<file path="config.mk">
export PLATFORM = sky130hd
export DESIGN_NAME = reg_file_param
export DESIGN_NICKNAME = d
export VERILOG_FILES = /design/src/rtl/reg_file_pkg.sv /design/src/rtl/reg_file_read_port.sv /design/src/rtl/reg_file_param.sv
export SDC_FILE = /design/constraint.sdc
export NUM_CORES = 1
export LEC_CHECK = 0
export BUFFER_PORTS_ARGS = -buffer_cell sky130_fd_sc_hd__buf_4
export CAP_MARGIN = 20
export CELL_PAD_IN_SITES_DETAIL_PLACEMENT = 1
export CELL_PAD_IN_SITES_GLOBAL_PLACEMENT = 2
export CORE_UTILIZATION = 27
export DETAILED_ROUTE_END_ITERATION = 8
export HOLD_SLACK_MARGIN = 0.05
export PLACE_DENSITY = 0.62
export SLEW_MARGIN = 15
export SYNTH_ARGS = -nofsm -noshare
export SYNTH_HDL_FRONTEND = slang
export SYNTH_SLANG_ARGS = --single-unit
</file>
<file path="constraint.sdc">
create_clock -name clk -period 2.44 [get_ports clk]
set_input_delay 0.122 -clock clk [delete_from_list [all_inputs] [get_ports clk]]
set_output_delay 0.122 -clock clk [all_outputs]
set_load 0.1 [all_outputs]
</file>
<file path="src/rtl/reg_file_pkg.sv">
// ============================================================================
// reg_file_pkg: shared types and helpers for the parametrised register file.
// Revision: 1.0
// ============================================================================
`default_nettype none

package reg_file_pkg;

    typedef enum logic [0:0] {
        ST_CLEAR = 1'b0,
        ST_RUN   = 1'b1
    } state_e;

    // Widest word the byte-merge helper handles; callers resize to DATA_W.
    localparam int MAX_DATA_W = 256;
    localparam int MAX_BE_W   = MAX_DATA_W / 8;

    function automatic logic [MAX_DATA_W-1:0] merge_bytes(
        input logic [MAX_DATA_W-1:0] old_w,
        input logic [MAX_DATA_W-1:0] new_w,
        input logic [MAX_BE_W-1:0]   be
    );
        logic [MAX_DATA_W-1:0] r;
        r = old_w;
        for (int i = 0; i < MAX_BE_W; i++) begin
            if (be[i]) begin
                r[8*i +: 8] = new_w[8*i +: 8];
            end
        end
        return r;
    endfunction

endpackage

`default_nettype wire

</file>
<file path="src/rtl/reg_file_read_port.sv">
// ============================================================================
// reg_file_read_port: one registered read port with zero-masking and
// write-first forwarding. Revision: 1.0
// ============================================================================
`default_nettype none

module reg_file_read_port
    import reg_file_pkg::*;
#(
    parameter int DATA_W   = 32,
    parameter int ADDR_W   = 4,
    parameter bit ZERO_REG = 1'b1
) (
    input  logic                clk,
    input  logic                rst,
    input  logic                run_i,
    input  logic                rd_en_i,
    input  logic [ADDR_W-1:0]   adr_i,
    input  logic [DATA_W-1:0]   mem_word_i,
    input  logic                wr_en_i,
    input  logic [ADDR_W-1:0]   wr_adr_i,
    input  logic [DATA_W-1:0]   wr_data_i,
    input  logic [DATA_W/8-1:0] wr_be_i,
    output logic [DATA_W-1:0]   data_o
);

    logic [DATA_W-1:0] data_q, data_d;
    logic [DATA_W-1:0] w_merged;
    logic [DATA_W-1:0] w_rd_val;

    assign w_merged = DATA_W'(merge_bytes(MAX_DATA_W'(mem_word_i),
                                          MAX_DATA_W'(wr_data_i),
                                          MAX_BE_W'(wr_be_i)));

    always_comb begin
        w_rd_val = mem_word_i;
        if (ZERO_REG && (adr_i == '0)) begin
            w_rd_val = '0;
        end else if (wr_en_i && (wr_adr_i == adr_i)) begin
            w_rd_val = w_merged;
        end
    end

    // Outputs are forced to zero for the whole sweep.
    always_comb begin
        data_d = data_q;
        if (!run_i) begin
            data_d = '0;
        end else if (rd_en_i) begin
            data_d = w_rd_val;
        end
    end

    always_ff @(posedge clk) begin
        if (rst) begin
            data_q <= '0;
        end else begin
            data_q <= data_d;
        end
    end

    assign data_o = data_q;

endmodule

`default_nettype wire

</file>
<file path="src/rtl/reg_file_param.sv">
// ============================================================================
// reg_file_param: parametrised 1W/2R register file with byte enables and a
// clearing sweep after reset or on request. Revision: 1.0
// ============================================================================
`default_nettype none

module reg_file_param
    import reg_file_pkg::*;
#(
    parameter int DATA_W   = 32,
    parameter int ADDR_W   = 4,
    parameter bit ZERO_REG = 1'b1
) (
    input  logic                clk,
    input  logic                rst,
    input  logic                clear,
    input  logic                write,
    input  logic [ADDR_W-1:0]   adr_wr,
    input  logic [DATA_W-1:0]   data_wr,
    input  logic [DATA_W/8-1:0] byte_en,
    input  logic                rd_en,
    input  logic [ADDR_W-1:0]   adr_a,
    input  logic [ADDR_W-1:0]   adr_b,
    output logic [DATA_W-1:0]   data_a,
    output logic [DATA_W-1:0]   data_b,
    output logic                ready
);

    localparam int DEPTH = 2 ** ADDR_W;

    state_e            state_q, state_d;
    logic [ADDR_W-1:0] ptr_q, ptr_d;
    logic [DATA_W-1:0] mem_q [DEPTH];

    logic              w_run;
    logic              w_wr_en;
    logic [DATA_W-1:0] w_wr_word;

    assign w_run = (state_q == ST_RUN);

    // A write coinciding with a clear request is dropped.
    assign w_wr_en = w_run && write && !clear && !rst &&
                     !(ZERO_REG && (adr_wr == '0));

    assign w_wr_word = DATA_W'(merge_bytes(MAX_DATA_W'(mem_q[adr_wr]),
                                           MAX_DATA_W'(data_wr),
                                           MAX_BE_W'(byte_en)));

    always_comb begin
        state_d = state_q;
        ptr_d   = ptr_q;
        case (state_q)
            ST_CLEAR: begin
                if (ptr_q == ADDR_W'(DEPTH - 1)) begin
                    state_d = ST_RUN;
                end else begin
                    ptr_d = ptr_q + ADDR_W'(1);
                end
            end
            ST_RUN: begin
                if (clear) begin
                    state_d = ST_CLEAR;
                    ptr_d   = '0;
                end
            end
            default: begin
                state_d = ST_CLEAR;
                ptr_d   = '0;
            end
        endcase
    end

    always_ff @(posedge clk) begin
        if (rst) begin
            state_q <= ST_CLEAR;
            ptr_q   <= '0;
        end else begin
            state_q <= state_d;
            ptr_q   <= ptr_d;
        end
    end

    always_ff @(posedge clk) begin
        if (state_q == ST_CLEAR) begin
            mem_q[ptr_q] <= '0;
        end else if (w_wr_en) begin
            mem_q[adr_wr] <= w_wr_word;
        end
    end

    assign ready = w_run;

    reg_file_read_port #(
        .DATA_W   (DATA_W),
        .ADDR_W   (ADDR_W),
        .ZERO_REG (ZERO_REG)
    ) u_port_a (
        .clk        (clk),
        .rst        (rst),
        .run_i      (w_run),
        .rd_en_i    (rd_en),
        .adr_i      (adr_a),
        .mem_word_i (mem_q[adr_a]),
        .wr_en_i    (w_wr_en),
        .wr_adr_i   (adr_wr),
        .wr_data_i  (data_wr),
        .wr_be_i    (byte_en),
        .data_o     (data_a)
    );

    reg_file_read_port #(
        .DATA_W   (DATA_W),
        .ADDR_W   (ADDR_W),
        .ZERO_REG (ZERO_REG)
    ) u_port_b (
        .clk        (clk),
        .rst        (rst),
        .run_i      (w_run),
        .rd_en_i    (rd_en),
        .adr_i      (adr_b),
        .mem_word_i (mem_q[adr_b]),
        .wr_en_i    (w_wr_en),
        .wr_adr_i   (adr_wr),
        .wr_data_i  (data_wr),
        .wr_be_i    (byte_en),
        .data_o     (data_b)
    );

endmodule

`default_nettype wire

</file>
==> results.sh, run 1 <==
export IMPL_status="finished, final reports clean"
export IMPL_cellPowerDensity_nw_per_um2=714
export IMPL_arrival_ps=2650
export IMPL_required_ps=2670
export IMPL_setup_viol=0
export IMPL_synth_edf_count=512
export IMPL_numPortBuffers=117
export IMPL_core_area_sq_um=99000
export IMPL_n_antenna_cell=0
export IMPL_final_worst_setup_slack_ps=25.2
export IMPL_drt_iter0_drc=1658
export IMPL_syn_instance_count=1545
export IMPL_share_of_cells_above_drive_strength_1_pct=42.1
export IMPL_top_level_ports=118
export IMPL_number_of_hold_violations_in_the_final_report=0
export IMPL_total_negative_slack_ps=0
export IMPL_postLayoutCoreUtil_pct=34.1
export IMPL_final_cells=3162
export IMPL_clk_root_buffer_cell="sky130_fd_sc_hd__clkbuf_16"
export IMPL_postSynth_topFlopCell="sky130_fd_sc_hd__edfxtp_1"
export IMPL_via_per_inst=5.44
export IMPL_final_worst_path_cycle_share_pct=99.0
export IMPL_crit_path_max_incr_delay_ps=580
export IMPL_tritoncts_num_buffers=67
export IMPL_postLayoutCellArea_sq_um=33800
export IMPL_min_path_type="in2reg"
export IMPL_syn_cell_area_sq_um=27100
export IMPL_max_cap_violations=0
export IMPL_postRouteAntennaNets=0
export IMPL_largest_net_degree_at_the_start_of_global_routing=53
export IMPL_drt_total_wl_mm=92.4
export IMPL_critPathTopFamily="simple AND/OR/NAND/NOR gates"
export IMPL_ys_ff_latch=581
export IMPL_max_slew_worst_pin_slew_ps=911
export IMPL_gp_routability_congestion=0.827
export IMPL_detailed_place_hpwl_mm=64.9
export IMPL_chipHeight_um=319
export IMPL_drt_pre_antenna_iters=5
export IMPL_ctsLongestPathBuffers=3
export IMPL_rsz0062_at_grt="true"
export IMPL_grt_util_all_layers_pct=18.1
export IMPL_achievable_frequency_mhz=414
export IMPL_fillCellCount=10000
export IMPL_die_x_um=319
export IMPL_ff2ff_setup_slack_ps=30
export IMPL_synth_yosys_warnings=0
export IMPL_startpoint_type="flop"
export IMPL_cp_num_buf_inv=1
export IMPL_yosys_cell_types_count=61
export IMPL_critical_path_cell_by_cell="nand4bb_2 > buf_4 > nor3_2 > o22ai_1 > nor2_2"
export IMPL_cts_tree="done"
export IMPL_first_global_vias=18500
export IMPL_ir_worst_vdd_v=0.000438
export IMPL_timing_max_slew_rel_slack_pct=38.8
export IMPL_worstSetupPathType="reg2reg"
export IMPL_grt_pass1_wl_mm=133
export IMPL_num_vias=17200
export IMPL_min_cycle_time_layout_ps=2410
export IMPL_tritoncts_num_sinks=581
export IMPL_full_die_area_sq_um=102000
export IMPL_gr_total_overflow=0
export IMPL_start_util_pct=27.4
export IMPL_fp_row_count=115
export IMPL_post_drt_wl_per_cell_um=29.2
export IMPL_synthesis_area_per_instance_sq_um=17.6
export IMPL_placedInstanceArea_sq_um=30900
export IMPL_crit_fanout=8
export IMPL_clk_insertion_delay_late_ps=600
export IMPL_net_count_reported_at_finish=1878
export IMPL_power_leakage_nw=10.1
export IMPL_detail_route_drc_violations=0
export IMPL_syn_num_nets=1599
export IMPL_finalMaxSlewViolations=0
export IMPL_dpl_worst_slack_ps=-529
export IMPL_dp_cells=3004
export IMPL_number_of_antenna_violations_at_the_first_check_in_global_routing=5
export IMPL_crit_path_end_kind="flop"
export IMPL_clk_pin_slew_ps=60
export IMPL_ctsHtreeMaxLevel=3
export IMPL_asyncSetResetFlopFracSynth_pct=0
export IMPL_clock_skew_ps=23.3
export IMPL_flow_area_growth_from_synthesis_pct=24.5
export IMPL_seq_area_frac_synth_pct=61.7
export IMPL_timing_critical_path_slowest_stage_cell="sky130_fd_sc_hd__nor2_2"
## flip-flops by register name, summed over array words and instances, names as in the netlist
signal and cells:
ptr_q 4, u_port_a.data_o 32, mem_q 512, ready 1, u_port_b.data_o 32
## cell usage after synthesis (13+ instances only)
master	number	area share, %
sky130_fd_sc_hd__edfxtp_1	512	57
sky130_fd_sc_hd__mux4_2	256	21
sky130_fd_sc_hd__nand2_1	72	1.0
sky130_fd_sc_hd__dfxtp_1	69	5.1
sky130_fd_sc_hd__o22ai_1	64	1.5
sky130_fd_sc_hd__nor3_1	59	1.1
sky130_fd_sc_hd__buf_2	58	1.1
sky130_fd_sc_hd__nand4_1	45	1.0
sky130_fd_sc_hd__clkbuf_1	41	0.57
sky130_fd_sc_hd__o211ai_1	40	1.1
sky130_fd_sc_hd__and2_1	33	0.76
sky130_fd_sc_hd__nor2_1	30	0.41
sky130_fd_sc_hd__a221oi_2	28	1.5
sky130_fd_sc_hd__a22o_1	28	0.90
sky130_fd_sc_hd__o21ai_0	21	0.39
sky130_fd_sc_hd__o22a_1	21	0.68
sky130_fd_sc_hd__o41ai_1	21	0.68
sky130_fd_sc_hd__buf_4	15	0.41
sky130_fd_sc_hd__buf_6	13	0.54
## routing by layer
| layer | up-vias | wire length, um | global-route usage, % |
|---|---|---|---|
| met5 | - | 34 | 0 |
| met3 | 132 | 7670 | 5.09 |
| met4 | 6 | 2270 | 5.62 |
| li1 | 7203 | - | - |
| met1 | 9172 | 39300 | 24.0 |
| met2 | 697 | 43100 | 28.7 |
## final cells by class
| cell class | count | area, sq um | share of cell area, % |
|---|---|---|---|
| Clock buffer | 82 | 1820 | 5.38 |
| Tap cell | 1287 | 1610 | 4.76 |
| Multi-Input combinational cell | 819 | 9920 | 29.3 |
| Inverter | 8 | 30.0 | 0.0889 |
| Clock inverter | 38 | 606 | 1.79 |
| Sequential cell | 581 | 16800 | 49.6 |
| Timing Repair Buffer | 347 | 3060 | 9.04 |
## tightest hold or removal path, cell delays in order
cell and delay, ps:
sky130_fd_sc_hd__buf_4 190, sky130_fd_sc_hd__nor3_1 180, sky130_fd_sc_hd__or3_1 150, sky130_fd_sc_hd__o211ai_1 90
## cell families after synthesis
group | after synthesis | synth area share [%]
flops | 581 | 61.7
simple gates | 297 | 5.95
mux | 257 | 21.3
compound gates | 256 | 7.75
buf+inv | 145 | 2.97
xor+xnor | 8 | 0.258
fa+ha+maj | 1 | 0.0461
## path summary, 6_finish.rpt
kind                                    from                          endpoint  cells past startpoint
max                         ready$_SDFF_PP0_            mem_q[12][4]$_DFFE_PP_                      5
min                                 adr_a[3]  u_port_a.data_o[19]$_SDFFE_PP0P_                      4
max reg2reg                 ready$_SDFF_PP0_            mem_q[12][4]$_DFFE_PP_                      5
min reg2reg  u_port_b.data_o[1]$_SDFFE_PP0P_   u_port_b.data_o[1]$_SDFFE_PP0P_                      2
## cell usage in the layout (no fill, tap or decap), drive strengths merged, types with 15 or more instances in the layout
cell / instances
nand2: 72
o41ai: 21
and2: 33
o211ai: 40
a221oi: 28
bufinv: 15
dlygate4sd3: 36
nand4: 45
buf: 310
a22o: 28
nor2: 33
o21ai: 28
clkbuf: 83
o22a: 22
mux4: 256
dfxtp: 69
o22ai: 65
clkinv: 20
edfxtp: 512
nor3: 60
## stage by stage
stage                     hold slack [ps]  total power [mW]
after floorplan                       191              12.4
after global placement                320              13.2
after detailed placement              333              13.2
after CTS                             159              24.4
after global routing                  240              24.8
final                                 203              24.1
## timing repair
item	4_1_cts	5_1_grt
resized for setup	15	7
pin swaps	1	0
gates cloned	0	0
endpoints found under the hold margin	147	0
setup buffers	1	1
hold buffers	36	0
endpoints found under the setup margin	119	185
## power by group
part           switching [mW]  internal, mW  leakage [nW]
combinational            1.13         0.899          4.30
clock                    4.17          6.91          1.18
sequential              0.100          10.9          4.62
Note: power is estimated with default switching activity, not from simulation.
==> run 2, diff against run 1 <==
--- a/config.mk
+++ b/config.mk
@@ -7,13 +7,12 @@
 export LEC_CHECK = 0
 export BUFFER_PORTS_ARGS = -buffer_cell sky130_fd_sc_hd__buf_4
 export CAP_MARGIN = 20
-export CELL_PAD_IN_SITES_DETAIL_PLACEMENT = 1
-export CELL_PAD_IN_SITES_GLOBAL_PLACEMENT = 2
 export CORE_UTILIZATION = 27
 export DETAILED_ROUTE_END_ITERATION = 8
 export HOLD_SLACK_MARGIN = 0.05
-export PLACE_DENSITY = 0.62
+export PLACE_DENSITY = 0.53
 export SLEW_MARGIN = 15
 export SYNTH_ARGS = -nofsm -noshare
 export SYNTH_HDL_FRONTEND = slang
 export SYNTH_SLANG_ARGS = --single-unit
+export TNS_END_PERCENT = 50
==> results.sh, run 2 (synthesized netlist as in run 1, its figures left out) <==
export IMPL_postRouteAntennaNets=0
export IMPL_numPortBuffers=117
export IMPL_number_of_antenna_violations_at_the_first_check_in_global_routing=6
export IMPL_final_worst_path_cycle_share_pct=105
export IMPL_flow_area_growth_from_synthesis_pct=22.4
export IMPL_gr_total_overflow=0
export IMPL_first_global_vias=17800
export IMPL_largest_register_ffs=512
export IMPL_top_level_ports=118
export IMPL_most_common_cell_after_layout_fill_and_taps_aside="sky130_fd_sc_hd__edfxtp_1"
export IMPL_power_leakage_nw=9.77
export IMPL_clk_pin_slew_ps=70
export IMPL_multi_input_comb_area_sq_um=9990
export IMPL_cts_tree="done"
export IMPL_max_slew_worst_pin_slew_ps=1100
export IMPL_gp_routability_congestion=0.883
export IMPL_mostFrequentLayoutCells="512 x sky130_fd_sc_hd__edfxtp_1, 271 x sky130_fd_sc_hd__buf_4, 256 x sky130_fd_sc_hd__mux4_2"
export IMPL_share_of_cells_above_drive_strength_1_pct=41.5
export IMPL_clock_skew_ps=20.9
export IMPL_final_worst_setup_slack_ps=-125
export IMPL_grt_util_all_layers_pct=17.0
export IMPL_postLayoutCellArea_sq_um=33200
export IMPL_number_of_hold_violations_in_the_final_report=0
export IMPL_tritoncts_num_sinks=581
export IMPL_fillCellCount=9421
export IMPL_min_cycle_time_layout_ps=2570
export IMPL_chipHeight_um=319
export IMPL_ctsHtreeMaxLevel=2
export IMPL_ir_worst_vdd_v=0.000571
export IMPL_fp_row_count=115
export IMPL_drt_total_wl_mm=87.0
export IMPL_rsz0062_at_grt="true"
export IMPL_drt_pre_antenna_iters=6
export IMPL_final_cells=3137
export IMPL_finalMaxSlewViolations=0
export IMPL_max_cap_violations=0
export IMPL_crit_fanout=11
export IMPL_dp_cells=2987
export IMPL_core_area_sq_um=99000
export IMPL_startpoint_type="flop"
export IMPL_min_path_cells=5
export IMPL_achievable_frequency_mhz=390
export IMPL_clk_root_buffer_cell="sky130_fd_sc_hd__clkbuf_16"
export IMPL_die_x_um=319
export IMPL_net_count_reported_at_finish=1852
export IMPL_grt_pass1_wl_mm=127
export IMPL_sequential_cell_area_sq_um=16800
export IMPL_postLayoutCoreUtil_pct=33.6
export IMPL_detailed_place_hpwl_mm=61.4
export IMPL_start_util_pct=27.4
export IMPL_cellPowerDensity_nw_per_um2=679
export IMPL_min_path_type="in2reg"
export IMPL_r2r_depth=5
export IMPL_setup_viol=32
export IMPL_arrival_ps=2800
export IMPL_status="finished, violations left"
export IMPL_worstSetupPathType="reg2reg"
export IMPL_num_vias=17100
export IMPL_failing_checks="setup timing"
export IMPL_largest_net_degree_at_the_start_of_global_routing=65
export IMPL_crit_path_end_kind="flop"
export IMPL_ctsLongestPathBuffers=3
export IMPL_fin_worst_hold_slack_ps=57.1
export IMPL_placedInstanceArea_sq_um=30700
export IMPL_tritoncts_num_buffers=61
export IMPL_drt_iter0_drc=1900
export IMPL_total_power_mw=22.5
export IMPL_registers_top_by_ff_count="mem_q"
export IMPL_clk_insertion_delay_late_ps=630
export IMPL_required_ps=2680
export IMPL_detail_route_drc_violations=0
export IMPL_full_die_area_sq_um=102000
export IMPL_post_drt_wl_per_cell_um=27.7
export IMPL_via_per_inst=5.46
export IMPL_timing_max_slew_rel_slack_pct=26.4
## run 2: timing repair
action                                  CTS  global route
endpoints found under the setup margin  128           183
gates cloned                              0             0
hold buffers                             35             0
resized for setup                        13            18
buffers inserted                          0             0
endpoints found under the hold margin   387             0
## run 2: critical path, stage by stage, from the launching register on
cell,delay (ps)
sky130_fd_sc_hd__dfxtp_4,350
sky130_fd_sc_hd__and4bb_2,330
sky130_fd_sc_hd__buf_4,180
sky130_fd_sc_hd__a31oi_2,330
sky130_fd_sc_hd__o22ai_1,210
sky130_fd_sc_hd__nor2_1,780
## run 2: per-layer routing
metal / vias to the layer above / global-route usage (%) / wire length, um
li1: 7150 / - / -
met1: 9018 / 22.9 / 36200
met2: 789 / 27.4 / 40900
met3: 148 / 4.13 / 7600
met4: 8 / 4.17 / 2100
met5: - / 0.946 / 166
## run 2: final timing paths
check	from	to	slack [ps]
max	ready$_SDFF_PP0_	mem_q[12][26]$_DFFE_PP_	-130
min	rd_en	u_port_b.data_o[30]$_SDFFE_PP0P_	60
max reg2reg	ready$_SDFF_PP0_	mem_q[12][26]$_DFFE_PP_	-130
min reg2reg	u_port_b.data_o[0]$_SDFFE_PP0P_	u_port_b.data_o[0]$_SDFFE_PP0P_	450
## run 2: area by class of cell
class / count / share of cell area [%]
Sequential cell: 581 / 50.4
Multi-Input combinational cell: 819 / 30.1
Timing Repair Buffer: 327 / 8.38
Tap cell: 1287 / 4.85
Clock buffer: 67 / 4.66
Clock inverter: 46 / 1.52
Inverter: 8 / 0.0904
Antenna cell: 2 / 0.0151
## run 2: per-stage QoR
step	worst slack (ps)	setup TNS, ps
2_1_floorplan	-49.5	-1320
3_3_place_gp	-326	-48590
3_5_place_dp	-403	-62310
4_1_cts	-134	-2400
5_1_grt	-206	-6060
6_report	-125	-1730
## run 2: report_power, final
group | internal, mW | switching [mW] | leakage [nW]
Clock | 5.55 | 4.02 | 1.01
Combinational | 0.869 | 1.08 | 4.14
Sequential | 10.9 | 0.104 | 4.62
Total | 17.3 | 5.20 | 9.77
==> run 3, diff against run 2 <==
--- a/config.mk
+++ b/config.mk
@@ -7,6 +7,7 @@
 export LEC_CHECK = 0
 export BUFFER_PORTS_ARGS = -buffer_cell sky130_fd_sc_hd__buf_4
 export CAP_MARGIN = 20
+export CORE_ASPECT_RATIO = 0.8
 export CORE_UTILIZATION = 27
 export DETAILED_ROUTE_END_ITERATION = 8
 export HOLD_SLACK_MARGIN = 0.05
==> results.sh, run 3 (synthesized netlist as in run 1, its figures left out) <==
export IMPL_crit_path_end_kind="flop"
export IMPL_timing_critical_path_slowest_stage_cell="sky130_fd_sc_hd__nor2_2"
export IMPL_comb_power_share_pct=9.3
export IMPL_clockPowerShare_pct=41.2
export IMPL_fp_row_count=103
export IMPL_largest_net_degree_at_the_start_of_global_routing=37
export IMPL_power_leakage_nw=9.76
export IMPL_net_switching_power_mw=5.26
export IMPL_worstSetupPathType="reg2reg"
export IMPL_full_die_area_sq_um=102000
export IMPL_fillCellCount=9369
export IMPL_rsz0062_at_grt="true"
export IMPL_most_common_cell_after_layout_fill_and_taps_aside="sky130_fd_sc_hd__edfxtp_1"
export IMPL_max_cap_violations=0
export IMPL_most_frequent_cell_on_the_critical_path="sky130_fd_sc_hd__buf_4"
export IMPL_final_worst_path_cycle_share_pct=100
export IMPL_min_path_type="in2reg"
export IMPL_grt_pass1_wl_mm=132
export IMPL_die_x_um=356
export IMPL_start_util_pct=27.4
export IMPL_pwr_share_seq_pct=49.5
export IMPL_clock_skew_ps=33.2
export IMPL_via_per_inst=5.56
export IMPL_number_of_antenna_violations_at_the_first_check_in_global_routing=5
export IMPL_finalMaxSlewViolations=0
export IMPL_grt_most_used_layer="met2"
export IMPL_crit_fanout=8
export IMPL_final_worst_setup_slack_ps=-4.51
export IMPL_postRouteAntennaNets=0
export IMPL_gr_total_overflow=0
export IMPL_grt_use_met1_pct=26.0
export IMPL_flow_area_growth_from_synthesis_pct=22.7
export IMPL_postCtsSetupRepairBufs=0
export IMPL_crit_path_max_incr_delay_ps=550
export IMPL_chipHeight_um=286
export IMPL_num_vias=17600
export IMPL_ctsLongestPathBuffers=3
export IMPL_critical_path_cell_by_cell="and4bb_2 > buf_4 > nand4_1 > o31a_1 > buf_4 > buf_4 > nor2_2"
export IMPL_tritoncts_num_sinks=581
export IMPL_registers_top_by_ff_count="mem_q"
export IMPL_top_level_ports=118
export IMPL_internal_power_mw=17.0
export IMPL_placedInstanceArea_sq_um=30800
export IMPL_grt_util_all_layers_pct=18.0
export IMPL_ctsHtreeMaxLevel=2
export IMPL_startpoint_type="flop"
export IMPL_numPortBuffers=117
export IMPL_ir_worst_vdd_v=0.000527
export IMPL_postLayoutCellArea_sq_um=33300
export IMPL_total_negative_slack_ps=-12.2
export IMPL_failing_checks="setup timing"
export IMPL_cts_tree="done"
export IMPL_clk_pin_slew_ps=70
export IMPL_share_of_cells_above_drive_strength_1_pct=41.7
export IMPL_net_count_reported_at_finish=1866
export IMPL_clk_root_buffer_cell="sky130_fd_sc_hd__clkbuf_16"
export IMPL_required_ps=2710
export IMPL_achievable_frequency_mhz=409
export IMPL_largest_register_ffs=512
export IMPL_number_of_hold_violations_in_the_final_report=0
export IMPL_detail_route_drc_violations=0
export IMPL_max_slew_worst_pin_slew_ps=792
export IMPL_gp_routability_congestion=0.887
export IMPL_arrival_ps=2720
export IMPL_gr_usage_met2_pct=26.6
export IMPL_postLayoutCoreUtil_pct=33.6
export IMPL_tritoncts_num_buffers=58
export IMPL_first_global_vias=17900
export IMPL_drt_total_wl_mm=92.8
export IMPL_clk_insertion_delay_late_ps=640
export IMPL_setup_viol=4
export IMPL_met3_usage_pct=5.52
export IMPL_core_area_sq_um=99100
export IMPL_post_drt_wl_per_cell_um=29.2
export IMPL_status="finished, violations left"
export IMPL_cellPowerDensity_nw_per_um2=669
export IMPL_timing_max_slew_rel_slack_pct=45.8
export IMPL_drt_iter0_drc=1867
export IMPL_drt_pre_antenna_iters=7
export IMPL_mostFrequentLayoutCells="512 x sky130_fd_sc_hd__edfxtp_1, 288 x sky130_fd_sc_hd__buf_4, 256 x sky130_fd_sc_hd__mux4_2"
export IMPL_min_cycle_time_layout_ps=2440
export IMPL_switching_power_share_of_the_total_pct=23.6
export IMPL_detailed_place_hpwl_mm=63.4
==> run 3: changes by cell type in the layout (fill, tap and decap cells not counted), moves of 3 or more <==
cell,change
sky130_fd_sc_hd__and2_1,-10
sky130_fd_sc_hd__and2_2,+10
sky130_fd_sc_hd__buf_4,+17
sky130_fd_sc_hd__clkbuf_1,+7
sky130_fd_sc_hd__clkbuf_16,-3
sky130_fd_sc_hd__clkinv_1,+5
sky130_fd_sc_hd__clkinv_2,-13
sky130_fd_sc_hd__nor3_1,+3
sky130_fd_sc_hd__nor3_2,-8
sky130_fd_sc_hd__nor3_4,+5
==> run 3: worst paths after layout <==
check	startpoint	to	slack, ps	cells past startpoint
setup / recovery	ready$_SDFF_PP0_	mem_q[15][25]$_DFFE_PP_	-5	7
hold / removal	rd_en	u_port_b.data_o[13]$_SDFFE_PP0P_	100	5
setup reg to reg	ready$_SDFF_PP0_	mem_q[15][25]$_DFFE_PP_	-5	7
hold reg to reg	u_port_b.data_o[30]$_SDFFE_PP0P_	u_port_b.data_o[30]$_SDFFE_PP0P_	460	2
==> run 3: final cells by class <==
cell class / count / area (sq um) / area share (%)
Tap cell: 1312 / 1640 / 4.93
Timing Repair Buffer: 344 / 2920 / 8.76
Sequential cell: 581 / 16800 / 50.3
Inverter: 8 / 30.0 / 0.0901
Multi-Input combinational cell: 819 / 10000 / 30.1
Clock buffer: 73 / 1530 / 4.59
Clock inverter: 37 / 397 / 1.19
Antenna cell: 1 / 2.50 / 0.00751
==> run 3: stage by stage <==
step                      power [mW]  cells  worst slack, ps  hold WS (ps)
final                           22.3   3175            -4.51          98.8
after global placement          13.2   3028             -309           403
after floorplan                 12.4   1545            -49.5           191
after global routing            22.9   3174            -65.0          98.7
after CTS                       22.4   3174            -36.6          60.3
after detailed placement        13.2   3029             -342           412
==> run 3: power groups by stage <==
stage | clock, mW | combinational, mW | sequential [mW]
after floorplan | 0 | 1.15 | 11.2
after detailed placement | 0 | 1.97 | 11.2
after global routing | 9.68 | 2.15 | 11.0
after global placement | 0 | 1.96 | 11.2
after CTS | 9.32 | 2.05 | 11.0
final | 9.19 | 2.07 | 11.0
==> run 3: worst max-delay path: cells and delay by family, from the launching register on <==
family / cells / cell delay [ps]
and+or+nand+nor: 3 / 990
buffers and inverters: 3 / 550
AOI/OAI and AO/OA: 1 / 170
DFF: 1 / 360
==> run 3: metal layers <==
| layer | part of all wire [%] | wire, um |
|---|---|---|
| met1 | 44 | 40400 |
| met2 | 44 | 40900 |
| met3 | 11 | 10100 |
| met4 | 1.4 | 1310 |
| met5 | 0.050 | 46 |
==> run 3: timing repair <==
item                                    CTS  global route
hold buffers                             35             0
gates resized for setup                  23            24
hold endpoints to repair                185             0
pin swaps                                 0             2
endpoints found under the setup margin  190           401
